--- config.mk ---
export PLATFORM = sky130hd
export DESIGN_NAME = store_word_serializer_flat
export DESIGN_NICKNAME = d
export VERILOG_FILES = /design/src/rtl/store_word_serializer_if.sv /design/src/rtl/store_word_serializer.sv /design/src/flat_wrapper.sv
export SDC_FILE = /design/constraint.sdc
export NUM_CORES = 1
export LEC_CHECK = 0
export ABC_AREA = 0
export BUFFER_PORTS_ARGS = -buffer_cell sky130_fd_sc_hd__buf_2
export CAP_MARGIN = 25
export CORE_MARGIN = 3
export CORE_UTILIZATION = 58
export CTS_CLUSTER_DIAMETER = 60
export DETAILED_ROUTE_END_ITERATION = 6
export PLACE_DENSITY = 0.95
export SLEW_MARGIN = 10
export SYNTH_ARGS = -nofsm -noshare
export SYNTH_HDL_FRONTEND = slang
export SYNTH_SLANG_ARGS = --single-unit
--- constraint.sdc ---
create_clock -name ph1 -period 4.1 [get_ports ph1]
set_input_delay 0.41 -clock ph1 [delete_from_list [all_inputs] [get_ports ph1]]
set_output_delay 0.41 -clock ph1 [all_outputs]
set_load 0.05 [all_outputs]
--- src/rtl/store_word_serializer_if.sv ---
// rtl/store_word_serializer_if.sv - store request and byte-memory port bundle (ByteEn present with STORE_BYTE_MASK_EN)
interface store_word_serializer_if #(
  parameter int ADDR_WIDTH = 8
);
  logic                  StoreValid;
  logic                  StoreReady;
  logic [ADDR_WIDTH-1:0] StoreAddr;
  logic [31:0]           StoreData;
`ifdef STORE_BYTE_MASK_EN
  logic [3:0]            ByteEn;
`endif
  logic                  MemBusy;
  logic                  MemWrite;
  logic [ADDR_WIDTH-1:0] MemAdr;
  logic [7:0]            WriteData;
  logic                  StoreDone;

  // Requester and memory side: drives requests and stalls, observes byte writes.
  modport master (
    output StoreValid, StoreAddr, StoreData, MemBusy,
`ifdef STORE_BYTE_MASK_EN
    output ByteEn,
`endif
    input  StoreReady, MemWrite, MemAdr, WriteData, StoreDone
  );

  // Serializer side.
  modport slave (
    input  StoreValid, StoreAddr, StoreData, MemBusy,
`ifdef STORE_BYTE_MASK_EN
    input  ByteEn,
`endif
    output StoreReady, MemWrite, MemAdr, WriteData, StoreDone
  );
endinterface

--- src/rtl/store_word_serializer.sv ---
// rtl/store_word_serializer.sv - splits a 32-bit store into four MSB-first byte writes (optional byte mask via STORE_BYTE_MASK_EN)
module store_word_serializer #(
  parameter int ADDR_WIDTH = 8
) (
  input  logic                  ph1,
  input  logic                  reset,
  store_word_serializer_if.slave bus
);

  typedef enum logic [2:0] {IDLE, WR0, WR1, WR2, WR3} state_t;

  state_t                state, state_nxt;
  logic [ADDR_WIDTH-1:0] base_q, base_sel;
  logic [31:0]           data_q, data_sel;
  logic [3:0]            mask_in, mask_cur, mask_sel;
  logic                  accept, advance;
  logic [1:0]            cur_idx;
  logic [2:0]            nxt_idx;
  logic                  mem_write_q, mem_write_nxt;
  logic [ADDR_WIDTH-1:0] mem_adr_q, mem_adr_nxt;
  logic [7:0]            write_data_q, write_data_nxt;
  logic                  store_done_q, store_done_nxt;

  // First enabled byte index at or after start; 4 means no byte remains.
  // Mask bit 3 belongs to byte 0 (the MSB).
  function automatic logic [2:0] first_enabled(input logic [3:0] mask, input logic [2:0] start);
    logic [2:0] r;
    if (start == 3'd0 && mask[3])                           r = 3'd0;
    else if ((start == 3'd0 || start == 3'd1) && mask[2])   r = 3'd1;
    else if (start != 3'd3 && start != 3'd4 && mask[1])     r = 3'd2;
    else if (start != 3'd4 && mask[0])                      r = 3'd3;
    else                                                    r = 3'd4;
    return r;
  endfunction

  // Byte n of a word, n = 0 being bits 31:24.
  function automatic logic [7:0] word_byte(input logic [31:0] w, input logic [1:0] n);
    logic [7:0] b;
    case (n)
      2'd0:    b = w[31:24];
      2'd1:    b = w[23:16];
      2'd2:    b = w[15:8];
      default: b = w[7:0];
    endcase
    return b;
  endfunction

`ifdef STORE_BYTE_MASK_EN
  logic [3:0] mask_q;
  assign mask_in  = bus.ByteEn;
  assign mask_cur = mask_q;

  // Byte mask captured together with the request.
  always_ff @(posedge ph1 or posedge reset) begin
    if (reset)       mask_q <= 4'h0;
    else if (accept) mask_q <= mask_in;
  end
`else
  assign mask_in  = 4'hF;
  assign mask_cur = 4'hF;
`endif

  // State register.
  always_ff @(posedge ph1 or posedge reset) begin
    if (reset) state <= IDLE;
    else       state <= state_nxt;
  end

  // Next state, request capture selection and next registered outputs.
  always_comb begin
    state_nxt      = state;
    accept         = 1'b0;
    advance        = 1'b0;
    base_sel       = base_q;
    data_sel       = data_q;
    mask_sel       = mask_cur;
    nxt_idx        = 3'd4;
    cur_idx        = 2'd0;
    case (state)
      WR0:     cur_idx = 2'd0;
      WR1:     cur_idx = 2'd1;
      WR2:     cur_idx = 2'd2;
      WR3:     cur_idx = 2'd3;
      default: cur_idx = 2'd0;
    endcase

    if (state == IDLE) begin
      if (bus.StoreValid) begin
        accept   = 1'b1;
        advance  = 1'b1;
        base_sel = bus.StoreAddr;
        data_sel = bus.StoreData;
        mask_sel = mask_in;
        nxt_idx  = first_enabled(mask_in, 3'd0);
      end
    end else if (!bus.MemBusy) begin
      advance = 1'b1;
      nxt_idx = first_enabled(mask_cur, {1'b0, cur_idx} + 3'd1);
    end

    if (advance) begin
      case (nxt_idx)
        3'd0:    state_nxt = WR0;
        3'd1:    state_nxt = WR1;
        3'd2:    state_nxt = WR2;
        3'd3:    state_nxt = WR3;
        default: state_nxt = IDLE;
      endcase
    end

    // A stalled byte keeps its outputs; idle keeps address/data, only the strobe drops.
    mem_write_nxt  = (state_nxt != IDLE);
    store_done_nxt = advance && nxt_idx[2] && !reset;
    mem_adr_nxt    = mem_adr_q;
    write_data_nxt = write_data_q;
    if (advance && !nxt_idx[2]) begin
      mem_adr_nxt    = base_sel + ADDR_WIDTH'(nxt_idx[1:0]);
      write_data_nxt = word_byte(data_sel, nxt_idx[1:0]);
    end
  end

  // Captured request; untouched outside an accept.
  always_ff @(posedge ph1 or posedge reset) begin
    if (reset) begin
      base_q <= '0;
      data_q <= '0;
    end else if (accept) begin
      base_q <= base_sel;
      data_q <= data_sel;
    end
  end

  // Registered memory-port outputs and completion pulse.
  always_ff @(posedge ph1 or posedge reset) begin
    if (reset) begin
      mem_write_q  <= 1'b0;
      mem_adr_q    <= '0;
      write_data_q <= 8'h00;
      store_done_q <= 1'b0;
    end else begin
      mem_write_q  <= mem_write_nxt;
      mem_adr_q    <= mem_adr_nxt;
      write_data_q <= write_data_nxt;
      store_done_q <= store_done_nxt;
    end
  end

  assign bus.StoreReady = (state == IDLE);
  assign bus.MemWrite   = mem_write_q;
  assign bus.MemAdr     = mem_adr_q;
  assign bus.WriteData  = write_data_q;
  assign bus.StoreDone  = store_done_q;

  // mask_sel mirrors the mask being followed; kept for symmetry with base/data selection.
  logic unused_mask;
  assign unused_mask = ^mask_sel;

endmodule

--- src/flat_wrapper.sv ---
// flat-port wrapper written by rule: the top's interface ports become plain ports
module store_word_serializer_flat 
#(
  parameter int ADDR_WIDTH = 8
)
  (ph1, reset, bus_StoreValid, bus_StoreAddr, bus_StoreData, bus_MemBusy, bus_StoreReady, bus_MemWrite, bus_MemAdr, bus_WriteData, bus_StoreDone);
  store_word_serializer_if #(.ADDR_WIDTH(ADDR_WIDTH)) bus_i ();
  input  logic ph1;
  input  logic reset;
  input wire logic [$bits(bus_i.StoreValid)-1:0] bus_StoreValid;
  input wire logic [$bits(bus_i.StoreAddr)-1:0] bus_StoreAddr;
  input wire logic [$bits(bus_i.StoreData)-1:0] bus_StoreData;
  input wire logic [$bits(bus_i.MemBusy)-1:0] bus_MemBusy;
  output wire logic [$bits(bus_i.StoreReady)-1:0] bus_StoreReady;
  output wire logic [$bits(bus_i.MemWrite)-1:0] bus_MemWrite;
  output wire logic [$bits(bus_i.MemAdr)-1:0] bus_MemAdr;
  output wire logic [$bits(bus_i.WriteData)-1:0] bus_WriteData;
  output wire logic [$bits(bus_i.StoreDone)-1:0] bus_StoreDone;
  assign bus_i.StoreValid = bus_StoreValid;
  assign bus_i.StoreAddr = bus_StoreAddr;
  assign bus_i.StoreData = bus_StoreData;
  assign bus_i.MemBusy = bus_MemBusy;
  assign bus_StoreReady = bus_i.StoreReady;
  assign bus_MemWrite = bus_i.MemWrite;
  assign bus_MemAdr = bus_i.MemAdr;
  assign bus_WriteData = bus_i.WriteData;
  assign bus_StoreDone = bus_i.StoreDone;
  store_word_serializer #(.ADDR_WIDTH(ADDR_WIDTH)) u_core (.ph1(ph1), .reset(reset), .bus(bus_i));
endmodule
==> summary.json, run 1 <==
{
  "detailedRoute.firstIterationViolations": {"value": 132},
  "core_area": {"value": 4504, "unit": "µm²"},
  "slew-limit-headroom": {"value": 35.61, "unit": "%"},
  "share_of_power_burned_in_registers": {"value": 32.3, "unit": "%"},
  "worst_ep_required_time": {"value": 4.30, "unit": "ns"},
  "drcViolationCount": {"value": 0},
  "run_status": {"value": "finished, final reports clean"},
  "grt_pass1_wl": {"value": 9.328, "unit": "mm"},
  "report.final.setup_viol": {"value": 0},
  "timing.critical_path.arrival": {"value": 3.06, "unit": "ns"},
  "drive_gt1_share": {"value": 44.93, "unit": "%"},
  "final_report_max_slew_violation_count": {"value": 0},
  "gp_congestion": {"value": 0.7984},
  "place.port_buffers": {"value": 62},
  "finalCritPeriodShare": {"value": 69.81, "unit": "%"},
  "grt_start_max_net_pins": {"value": 35},
  "drv.max_cap_violation_count": {"value": 0},
  "worstSetupEndpointType": {"value": "flip-flop"},
  "post_cts_resize_count": {"value": 0},
  "clock-skew-final": {"value": 0.007560, "unit": "ns"},
  "clk_path_buf_depth": {"value": 2},
  "worst_setup_hold_path_clk_slew": {"value": 0.07, "unit": "ns"},
  "met2_length": {"value": 2.935, "unit": "mm"},
  "sw_frac_of_total": {"value": 41.30, "unit": "%"},
  "clkSinkCount": {"value": 61},
  "syn-num-nets": {"value": 274},
  "top_count_cell_post_synth": {"value": "dfrtp_1"},
  "synth.ff_latch_count": {"value": 61},
  "timing.setup.critical_path_class": {"value": "reg -> reg"},
  "via_per_inst": {"value": 5.750},
  "nFillCells": {"value": 314},
  "max_slew.worst_pin.slew": {"value": 0.9585, "unit": "ns"},
  "clock_insertion_delay_worst_skew": {"value": 0.34, "unit": "ns"},
  "power.leakage": {"value": 0.001497, "unit": "µW"},
  "power.total": {"value": 3241, "unit": "µW"},
  "fp.dieArea": {"value": 5707, "unit": "µm²"},
  "clock_tree.htree_level_count": {"value": 3},
  "power_frac_clock": {"value": 20.2, "unit": "%"},
  "worst_path_largest_cell_delay": {"value": 0.49, "unit": "ns"},
  "rsz0062_at_grt": {"value": "no"},
  "syn_to_final_growth": {"value": 20.52, "unit": "%"},
  "routed_wire_length_per_instance": {"value": 17.14, "unit": "µm"},
  "dr.max_layer_used": {"value": "met4"},
  "antenna_violating_nets_post_route": {"value": 0},
  "syn_avg_cell_area": {"value": 12.41, "unit": "µm²"},
  "clock_tree_from_tritoncts": {"value": "built"},
  "globalRouteTotalUtil": {"value": 22.82, "unit": "%"},
  "num_vias": {"value": 2001},
  "synth_async_sr_flop_share": {"value": 100.0, "unit": "%"},
  "timing.critical_path.max_delay_family": {"value": "adder cells"},
  "cell_internal_pwr": {"value": 1902, "unit": "µW"},
  "number_of_global_route_vias_before_repair": {"value": 1974},
  "sort_of_element_at_the_start_of_the_critical_path": {"value": "flip-flop"},
  "holdCritPathClass": {"value": "in -> async"},
  "share_comb_of_total_power": {"value": 47.5, "unit": "%"},
  "post-cts-setup-buffers": {"value": 0},
  "pwr_density_cell": {"value": 958.7, "unit": "nW/µm²"},
  "leading_cell_types_by_count_after_synthesis": {"value": "61 x dfrtp_1, 39 x mux2_2, 17 x o21ai_0"},
  "die_width": {"value": 75.55, "unit": "µm"},
  "synth-edff-count": {"value": 0},
  "floorplan.die.height": {"value": 75.55, "unit": "µm"},
  "synth.distinct_cells": {"value": 37},
  "cts_root_buf": {"value": "clkbuf_8"},
  "holdBufCountCts": {"value": 0},
  "initial_utilization": {"value": 62.28, "unit": "%"},
  "syn_inst": {"value": 226},
  "yosysTopAreaCell": {"value": "dfrtp_1"},
  "finalHoldViolations": {"value": 0},
  "setup-tns-final": {"value": 0, "unit": "ns"},
  "synth_ff_type": {"value": "dfrtp_1"},
  "layout.nets": {"value": 339},
  "syn_area": {"value": 2805, "unit": "µm²"},
  "peakVddDrop": {"value": 0.0006332, "unit": "V"},
  "detailed_place_hpwl": {"value": 4.298, "unit": "mm"},
  "globalRouteOverflowTotal": {"value": 0},
  "synth_warn": {"value": 0},
  "synth_sequential_area_ratio": {"value": 54.42, "unit": "%"},
  "drt-pass1-iter-count": {"value": 4},
  "synth.top_cells.by_area": {"value": "dfrtp_1 54%, mux2_2 16%, o21ai_0 3.0%, a221oi_1 2.5%, a21oi_1 2.3%"},
  "cp_max_delay_cell": {"value": "dfrtp_1"},
  "routed-wl-met3": {"value": 353, "unit": "µm"},
  "antenna_found_initial": {"value": 0},
  "finalCriticalPeriod": {"value": 2.862, "unit": "ns"},
  "pin_count": {"value": 63},
  "routed_wl": {"value": 5.965, "unit": "mm"},
  "switchingPower": {"value": 1339, "unit": "µW"},
  "critPathMaxFanout": {"value": 10},
  "clock_buffer_count_from_cts": {"value": 9},
  "synth_largest_type_area_fraction": {"value": 54.42, "unit": "%"},
  "crit_chain": {"value": "xnor2_1 > nor2_1 > ha_1 > nand2b_1 > nor2_1 > ha_1 > a21oi_1 > nor4_2 > xnor2_1 > a21oi_2"},
  "clock.fmax": {"value": 349.4, "unit": "MHz"},
  "timing.critical_path.buf_inv": {"value": 0},
  "std_cell_rows": {"value": 24},
  "route.layer.met1.wl": {"value": 2.537, "unit": "mm"},
  "antenna_cells_inserted": {"value": 0}
}
[area by class of cell]
type	instances	area, µm²	share of cell area [%]
Clock buffer	10	137.6	4.071
Clock inverter	6	110.1	3.257
Inverter	5	18.77	0.5551
Multi-Input combinational cell	147	1167	34.53
Sequential cell	61	1526	45.15
Tap cell	52	65.06	1.925
Timing Repair Buffer	67	355.3	10.51
[flip-flops by register name, summed over array words and instances, names as in the netlist]
| register | cells |
|---|---|
| u_core.state | 3 |
| u_core.base_q | 8 |
| u_core.bus.MemWrite | 1 |
| u_core.bus.MemAdr | 8 |
| u_core.bus.StoreDone | 1 |
| u_core.bus.WriteData | 8 |
| u_core.data_q | 32 |
[cells by family (layout without fill, tap and decap cells)]
logic type / count (synthesis) / count (layout) / synth area share (%)
buf+inv: 18 / 88 / 4.103
fa+ha+maj: 5 / 5 / 2.409
xor+xnor: 7 / 7 / 2.186
compound gates: 46 / 46 / 10.13
simple gates: 46 / 46 / 9.545
mux: 43 / 43 / 17.22
flops: 61 / 61 / 54.42
[worst reg2reg max path: cells and delay by family (launching register included)]
| kind | cells | cell delay, ns |
|---|---|---|
| and+or+nand+nor | 4 | 0.59 |
| xor gates and xnor gates | 2 | 0.47 |
| AOI/OAI and AO/OA | 2 | 0.43 |
| DFF | 1 | 0.49 |
| adders and majority gates | 2 | 0.75 |
[per-layer routing]
layer,GRT usage [%],up-vias
met2,35.57,72
li1,-,941
met5,0,-
met1,28.21,975
met3,7.388,13
met4,12.43,0
[per-stage QoR]
stage	cells	util (%)	area (µm²)	hold WS, ns	setup slack (ns)
CTS	348	75.06	3381	0.1338	1.248
global route	348	75.06	3381	0.1586	1.029
floorplan	226	-	2805	0.4655	1.505
detailed placement	332	69.56	3133	0.4644	1.276
finish	348	75.06	3381	0.1306	1.238
global placement	331	69.22	3118	0.4580	1.456
[power by group through the flow]
stage	Sequential (µW)	Clock [µW]	Combinational, µW
after floorplan	1290	0	963
after global placement	1040	0	1470
after detailed placement	1060	0	1540
after CTS	1050	668	1550
after global routing	1080	692	1660
final	1050	654	1540
[final timing paths]
| kind | depth (start not counted) | slack, ns | from | endpoint |
|---|---|---|---|---|
| min in group ph1 | 2 | 0.26 | reset | u_core.bus.StoreDone |
| max | 10 | 1.24 | u_core.state[2] | u_core.bus.MemAdr[7] |
| min | 2 | 0.13 | reset | u_core.base_q[1] |
| max in group asynchronous | 3 | 3.14 | reset | u_core.data_q[24] |
| max reg2reg | 10 | 1.24 | u_core.state[2] | u_core.bus.MemAdr[7] |
| min reg2reg | 2 | 0.48 | u_core.bus.MemAdr[1] | u_core.bus.MemAdr[1] |
[placed cells by master (no fill, tap or decap), drive strengths merged, types with 4 or more instances in the layout]
cell type / synthesis / final
clkbuf: 3 / 10
nand3b: 8 / 8
nor2: 13 / 13
mux2: 39 / 39
a21oi: 15 / 15
inv: 5 / 5
xnor2: 7 / 7
mux2i: 4 / 4
a221oi: 8 / 8
buf: 10 / 67
o21ai: 18 / 18
dfrtp: 61 / 61
nand2: 12 / 12
Power figures use the tool's default switching activity.
==> run 2: changes to the inputs <==
ABC_AREA = 1   (was 0)
CORE_UTILIZATION = 49   (was 58)
PLACE_DENSITY = 0.87   (was 0.95)
clock period = 2.46 ns   (was 4.1 ns; I/O delays follow)
==> summary.json, run 2 <==
{
  "nFillCells": {"value": 483},
  "grt_start_max_net_pins": {"value": 38},
  "number_of_global_route_vias_before_repair": {"value": 2301},
  "layout.nets": {"value": 476},
  "yosysTopAreaCell": {"value": "dfrtp_1"},
  "peakVddDrop": {"value": 0.0006097, "unit": "V"},
  "top_count_cell_post_synth": {"value": "nand2_1"},
  "power.leakage": {"value": 0.001941, "unit": "µW"},
  "cts_root_buf": {"value": "clkbuf_8"},
  "sort_of_element_at_the_start_of_the_critical_path": {"value": "flip-flop"},
  "synth.ff_latch_count": {"value": 61},
  "worst_ep_required_time": {"value": 2.69, "unit": "ns"},
  "synth.distinct_cells": {"value": 31},
  "grt_pass1_wl": {"value": 10.58, "unit": "mm"},
  "post-cts-setup-buffers": {"value": 0},
  "final_design_area_no_fill": {"value": 3458, "unit": "µm²"},
  "syn_avg_cell_area": {"value": 8.021, "unit": "µm²"},
  "timing.setup.critical_path_class": {"value": "reg -> reg"},
  "die_width": {"value": 82.55, "unit": "µm"},
  "syn_to_final_growth": {"value": 20.44, "unit": "%"},
  "syn_area": {"value": 2872, "unit": "µm²"},
  "postPlaceCellArea": {"value": 3256, "unit": "µm²"},
  "synth_async_sr_flop_share": {"value": 100.0, "unit": "%"},
  "finalHoldViolations": {"value": 0},
  "layout.cells.most_common": {"value": "nand2_1"},
  "synth-edff-count": {"value": 0},
  "synth_warn": {"value": 0},
  "core_area": {"value": 5574, "unit": "µm²"},
  "syn_inst": {"value": 358},
  "pin_count": {"value": 63},
  "drv.max_cap_violation_count": {"value": 0},
  "holdCritPathClass": {"value": "in -> async"},
  "floorplan.die.height": {"value": 82.55, "unit": "µm"},
  "registers.top_by_ff_count": {"value": "u_core.data_q"},
  "worstSetupEndpointType": {"value": "flip-flop"},
  "run_status": {"value": "finished, final reports clean"},
  "clock_insertion_delay_worst_skew": {"value": 0.34, "unit": "ns"},
  "initial_utilization": {"value": 51.52, "unit": "%"},
  "gp_congestion": {"value": 0.8747},
  "routed_wire_length_per_instance": {"value": 13.24, "unit": "µm"},
  "drcViolationCount": {"value": 0},
  "dp.cells": {"value": 489},
  "std_cell_rows": {"value": 27},
  "report.final.setup_viol": {"value": 0},
  "leading_cell_types_by_count_after_synthesis": {"value": "186 x nand2_1, 61 x dfrtp_1, 24 x nor2_1"},
  "syn-num-nets": {"value": 406},
  "clock.fmax": {"value": 433.8, "unit": "MHz"},
  "final_report_max_slew_violation_count": {"value": 0},
  "synth_ff_type": {"value": "dfrtp_1"},
  "layout.cells.most_common_list": {"value": "186 x nand2_1, 62 x buf_2, 61 x dfrtp_1"},
  "via_per_inst": {"value": 4.958},
  "ff_latch_area": {"value": 1526, "unit": "µm²"},
  "antenna_cells_inserted": {"value": 0},
  "clock_tree.htree_level_count": {"value": 3},
  "area_occupied_by_multi_input_gates": {"value": 1209, "unit": "µm²"},
  "fp.dieArea": {"value": 6815, "unit": "µm²"},
  "clock-skew-final": {"value": 0.009115, "unit": "ns"},
  "timing.critical_path.arrival": {"value": 2.54, "unit": "ns"},
  "num_vias": {"value": 2494},
  "synth_sequential_area_ratio": {"value": 53.16, "unit": "%"},
  "detailed_place_hpwl": {"value": 4.682, "unit": "mm"},
  "antenna_found_initial": {"value": 0},
  "clock_buffer_count_from_cts": {"value": 9},
  "clkSinkCount": {"value": 61},
  "routed_wl": {"value": 6.662, "unit": "mm"},
  "critPathMaxFanout": {"value": 5},
  "drt-pass1-iter-count": {"value": 4},
  "pwr_density_cell": {"value": 1544, "unit": "nW/µm²"},
  "final_cell_count_no_fill": {"value": 503},
  "antenna_violating_nets_post_route": {"value": 0},
  "holdBufCountCts": {"value": 0},
  "detailedRoute.firstIterationViolations": {"value": 226},
  "synth_largest_type_area_fraction": {"value": 53.16, "unit": "%"},
  "post_cts_resize_count": {"value": 0},
  "place.port_buffers": {"value": 62},
  "finalCriticalPeriod": {"value": 2.305, "unit": "ns"},
  "largest_reg_flops": {"value": 32},
  "finalCritPeriodShare": {"value": 93.70, "unit": "%"},
  "worst_setup_hold_path_clk_slew": {"value": 0.06, "unit": "ns"},
  "clock_tree_from_tritoncts": {"value": "built"},
  "globalRouteTotalUtil": {"value": 21.03, "unit": "%"},
  "max_slew.worst_pin.slew": {"value": 0.7645, "unit": "ns"},
  "globalRouteOverflowTotal": {"value": 0},
  "synth.top_cells.by_area": {"value": "dfrtp_1 53%, nand2_1 24%, nor2_1 3.1%, inv_1 2.9%, o22ai_1 2.0%"},
  "clk_path_buf_depth": {"value": 2},
  "drive_gt1_share": {"value": 24.36, "unit": "%"},
  "slew-limit-headroom": {"value": 48.96, "unit": "%"}
}
run 2: cell types whose count changed in the layout (fill, tap and decap cells not counted), moves of 6 or more:
| cell | delta |
|---|---|
| a221oi_1 | -8 |
| mux2_2 | -39 |
| o21ai_0 | -12 |
| nand3b_1 | -8 |
| a21oi_1 | -12 |
| xnor2_1 | -7 |
| nand2_1 | +174 |
| o22ai_1 | +8 |
| inv_1 | +15 |
| nor2_1 | +10 |
| nand3_1 | +6 |
run 2: routing by layer:
metal	vias up	part of all wire, %	track usage, %	routed length, µm
met5	-	0	0	0
met3	14	7.8	4.013	518
met1	1137	43	28.50	2883
met2	93	47	32.13	3123
li1	1250	-	-	-
met4	0	2.0	10.78	136
run 2: cells by family after synthesis:
family	count (synthesis)	synth area share, %
adders and majority gates	4	2.005
AOI/OAI and AO/OA	21	4.836
and+or+nand+nor	238	34.55
DFF	61	53.16
buffers and inverters	34	5.446
run 2: where the power goes:
| part | switching [µW] | total, µW | internal [µW] |
|---|---|---|---|
| Clock | 365 | 848 | 483 |
| Combinational | 2020 | 2810 | 784 |
| Sequential | 187 | 1680 | 1500 |
| Total | 2570 | 5340 | 2760 |
run 2: area by class of cell:
type	count	share of cell area, %
flip-flops and latches	61	44.14
multi-input cells	263	34.95
repair buffers	67	10.06
clock buffers	12	4.197
inverters	26	3.039
well taps	72	2.605
clock inverters	2	1.013
run 2: worst paths after layout:
kind | start | end | slack [ns] | cells past startpoint
hold reg to reg | u_core.bus.MemAdr[1] | u_core.bus.MemAdr[1] | 0.47 | 2
max in group asynchronous | reset | u_core.state[2] | 1.71 | 3
hold / removal | reset | u_core.bus.MemAdr[5] | 0.05 | 2
setup reg to reg | u_core.state[2] | u_core.bus.MemAdr[7] | 0.16 | 14
min in group ph1 | reset | u_core.bus.StoreDone | 0.09 | 2
setup / recovery | u_core.state[2] | u_core.bus.MemAdr[7] | 0.16 | 14
run 2: critical path, cell delays in order, from the launching register on:
cell and delay [ns]:
dfrtp_1 0.43, inv_2 0.10, nand2_1 0.10, o21ai_4 0.19, ha_1 0.29, nand3_2 0.12, inv_2 0.07, ha_1 0.28
a21oi_1 0.06, inv_1 0.08, nand3_2 0.11, nor2_2 0.14, nand3_1 0.08, nand3_1 0.09, nand2_1 0.05
run 2: per-stage QoR:
step           power (µW)  utilization (%)  hold slack, ns    TNS, ns  setup slack [ns]
6_report             5338            62.04         0.05187          0            0.1550
3_5_place_dp         4455            58.41          0.4345          0           0.03544
3_3_place_gp         4354            58.41          0.4278          0            0.1595
4_1_cts              5319            61.64         0.07866          0           0.02171
2_1_floorplan        3842                -          0.3184          0            0.2572
5_1_grt              5782            62.04         0.08747  -0.009809         -0.009809
==> run 3: changes to the inputs <==
clock period = 2.1 ns   (was 2.46 ns; I/O delays follow)
==> summary.json, run 3 (same netlist as run 2, synthesis figures left out) <==
{
  "pin_count": {"value": 63},
  "clk_path_buf_depth": {"value": 2},
  "antenna_violating_nets_post_route": {"value": 0},
  "place_worst_setup_slack": {"value": -0.09076, "unit": "ns"},
  "worstSetupEndpointType": {"value": "flip-flop"},
  "grt_start_max_net_pins": {"value": 31},
  "largest_reg_flops": {"value": 32},
  "drv.max_cap_violation_count": {"value": 0},
  "max_slew.worst_pin.slew": {"value": 0.3840, "unit": "ns"},
  "clock_insertion_delay_worst_skew": {"value": 0.36, "unit": "ns"},
  "layout.nets": {"value": 496},
  "floorplan.die.height": {"value": 82.55, "unit": "µm"},
  "clkSinkCount": {"value": 61},
  "clock_tree_from_tritoncts": {"value": "built"},
  "pwr_density_cell": {"value": 1924, "unit": "nW/µm²"},
  "report.final.setup_viol": {"value": 6},
  "slew-limit-headroom": {"value": 74.38, "unit": "%"},
  "globalRouteOverflowTotal": {"value": 0},
  "clock.fmax": {"value": 439.4, "unit": "MHz"},
  "final_report_max_slew_violation_count": {"value": 0},
  "detailedRoute.firstIterationViolations": {"value": 279},
  "fp.dieArea": {"value": 6815, "unit": "µm²"},
  "run_status": {"value": "finished with violations"},
  "timing.setup.critical_path_class": {"value": "reg -> reg"},
  "detailed_place_hpwl": {"value": 4.650, "unit": "mm"},
  "worst_ep_required_time": {"value": 2.37, "unit": "ns"},
  "critPathMaxFanout": {"value": 4},
  "antenna_cells_inserted": {"value": 0},
  "layout.cells.most_common": {"value": "nand2_1"},
  "grt_pass1_wl": {"value": 11.48, "unit": "mm"},
  "drive_gt1_share": {"value": 31.57, "unit": "%"},
  "drt-pass1-iter-count": {"value": 5},
  "final_design_area_no_fill": {"value": 3775, "unit": "µm²"},
  "worst_setup_hold_path_clk_slew": {"value": 0.08, "unit": "ns"},
  "core_area": {"value": 5574, "unit": "µm²"},
  "clock-skew-final": {"value": 0.008018, "unit": "ns"},
  "finalCritPeriodShare": {"value": 108.4, "unit": "%"},
  "final.setup.worst_slack": {"value": -0.1761, "unit": "ns"},
  "dp.cells": {"value": 497},
  "peakVddDrop": {"value": 0.0008256, "unit": "V"},
  "syn_to_final_growth": {"value": 31.46, "unit": "%"},
  "postPlaceCellArea": {"value": 3326, "unit": "µm²"},
  "via_per_inst": {"value": 5.246},
  "timing.critical_path.arrival": {"value": 2.55, "unit": "ns"},
  "number_of_global_route_vias_before_repair": {"value": 2553},
  "finalCriticalPeriod": {"value": 2.276, "unit": "ns"},
  "clock_buffer_count_from_cts": {"value": 9},
  "finalCoreUtilization": {"value": 67.72, "unit": "%"},
  "rsz0062_at_grt": {"value": "yes"},
  "globalRouteTotalUtil": {"value": 22.68, "unit": "%"},
  "clock_tree.htree_level_count": {"value": 3},
  "routed_wire_length_per_instance": {"value": 15.38, "unit": "µm"},
  "cts_root_buf": {"value": "clkbuf_8"},
  "place.port_buffers": {"value": 62},
  "layout.cells.most_common_list": {"value": "180 x nand2_1, 62 x buf_2, 61 x dfrtp_1"},
  "power.leakage": {"value": 0.002054, "unit": "µW"},
  "sort_of_element_at_the_start_of_the_critical_path": {"value": "flip-flop"},
  "final_cell_count_no_fill": {"value": 525},
  "antenna_found_initial": {"value": 0},
  "drcViolationCount": {"value": 0},
  "initial_utilization": {"value": 51.52, "unit": "%"},
  "registers.top_by_ff_count": {"value": "u_core.data_q"},
  "num_vias": {"value": 2754},
  "die_width": {"value": 82.55, "unit": "µm"},
  "holdCritPathClass": {"value": "in -> reg"},
  "gp_congestion": {"value": 0.8308},
  "finalHoldViolations": {"value": 0},
  "routed_wl": {"value": 8.072, "unit": "mm"},
  "violations": {"value": "negative setup slack"},
  "std_cell_rows": {"value": 27}
}
-- run 3: changes by cell type in the layout (fill, tap and decap cells not counted), sizes merged --
cell	delta
dlygate4sd3	+1
clkinv	+3
clkinvlp	+1
bufinv	+1
buf	+19
clkbuf	-3
-- run 3: per-layer routing --
metal  track usage [%]  vias up  share of wire [%]
met3             5.748       52                9.7
met2             36.06      158                 48
li1                  -     1295                  -
met4             9.804        0                4.8
met5                 0        -                  0
met1             29.35     1249                 38
-- run 3: final cells by class --
type / count / area (µm²)
inverters: 26 / 107.6
well taps: 72 / 90.09
fillers: 414 / 1799
clock buffers: 9 / 123.9
flip-flops and latches: 61 / 1526
multi-input cells: 263 / 1320
clock inverters: 7 / 98.84
repair buffers: 87 / 508.0
-- run 3: per-stage QoR --
stage | TNS, ns | hold slack [ns] | power (µW)
6_report | -0.5638 | 0.06893 | 7262
2_1_floorplan | -0.009930 | 0.2824 | 4532
5_1_grt | -1.993 | 0.07738 | 7725
4_1_cts | 0 | 0.07351 | 6658
3_5_place_dp | -0.1429 | 0.07576 | 5343
3_3_place_gp | 0 | 0.07513 | 5235
-- run 3: timing repair --
item	4_1_cts	5_1_grt
resized for setup	3	26
setup endpoints to repair	3	16
setup buffers	3	8
pin swaps	4	12
endpoints found under the hold margin	61	0
hold buffers	1	0
-- run 3: critical path, cell delays in order (launching register included) --
cell and delay [ns]:
dfrtp_1 0.44, inv_2 0.13, nand2_4 0.07, o21ai_4 0.18, ha_4 0.24, nand3_4 0.09
inv_4 0.07, ha_4 0.27, a21oi_1 0.07, inv_1 0.08, nand3_2 0.12, or2_1 0.24
a31oi_1 0.18
-- run 3: path summary, 6_finish.rpt --
path	from	end	slack (ns)	depth (start not counted)
setup / recovery	u_core.state[2]	u_core.bus.MemAdr[3]	-0.18	12
hold / removal	bus_StoreData[8]	u_core.data_q[8]	0.07	3
setup reg to reg	u_core.state[2]	u_core.bus.MemAdr[3]	-0.18	12
hold reg to reg	u_core.data_q[10]	u_core.data_q[10]	0.48	2
max in group asynchronous	reset	u_core.data_q[9]	1.25	4
min in group asynchronous	reset	u_core.bus.StoreDone	0.28	3
-- run 3: where the power goes --
part	leakage [µW]	switching [µW]	internal, µW
logic	0.00120	2780	1320
registers	0.000744	227	1750
clock network	0.000110	514	673
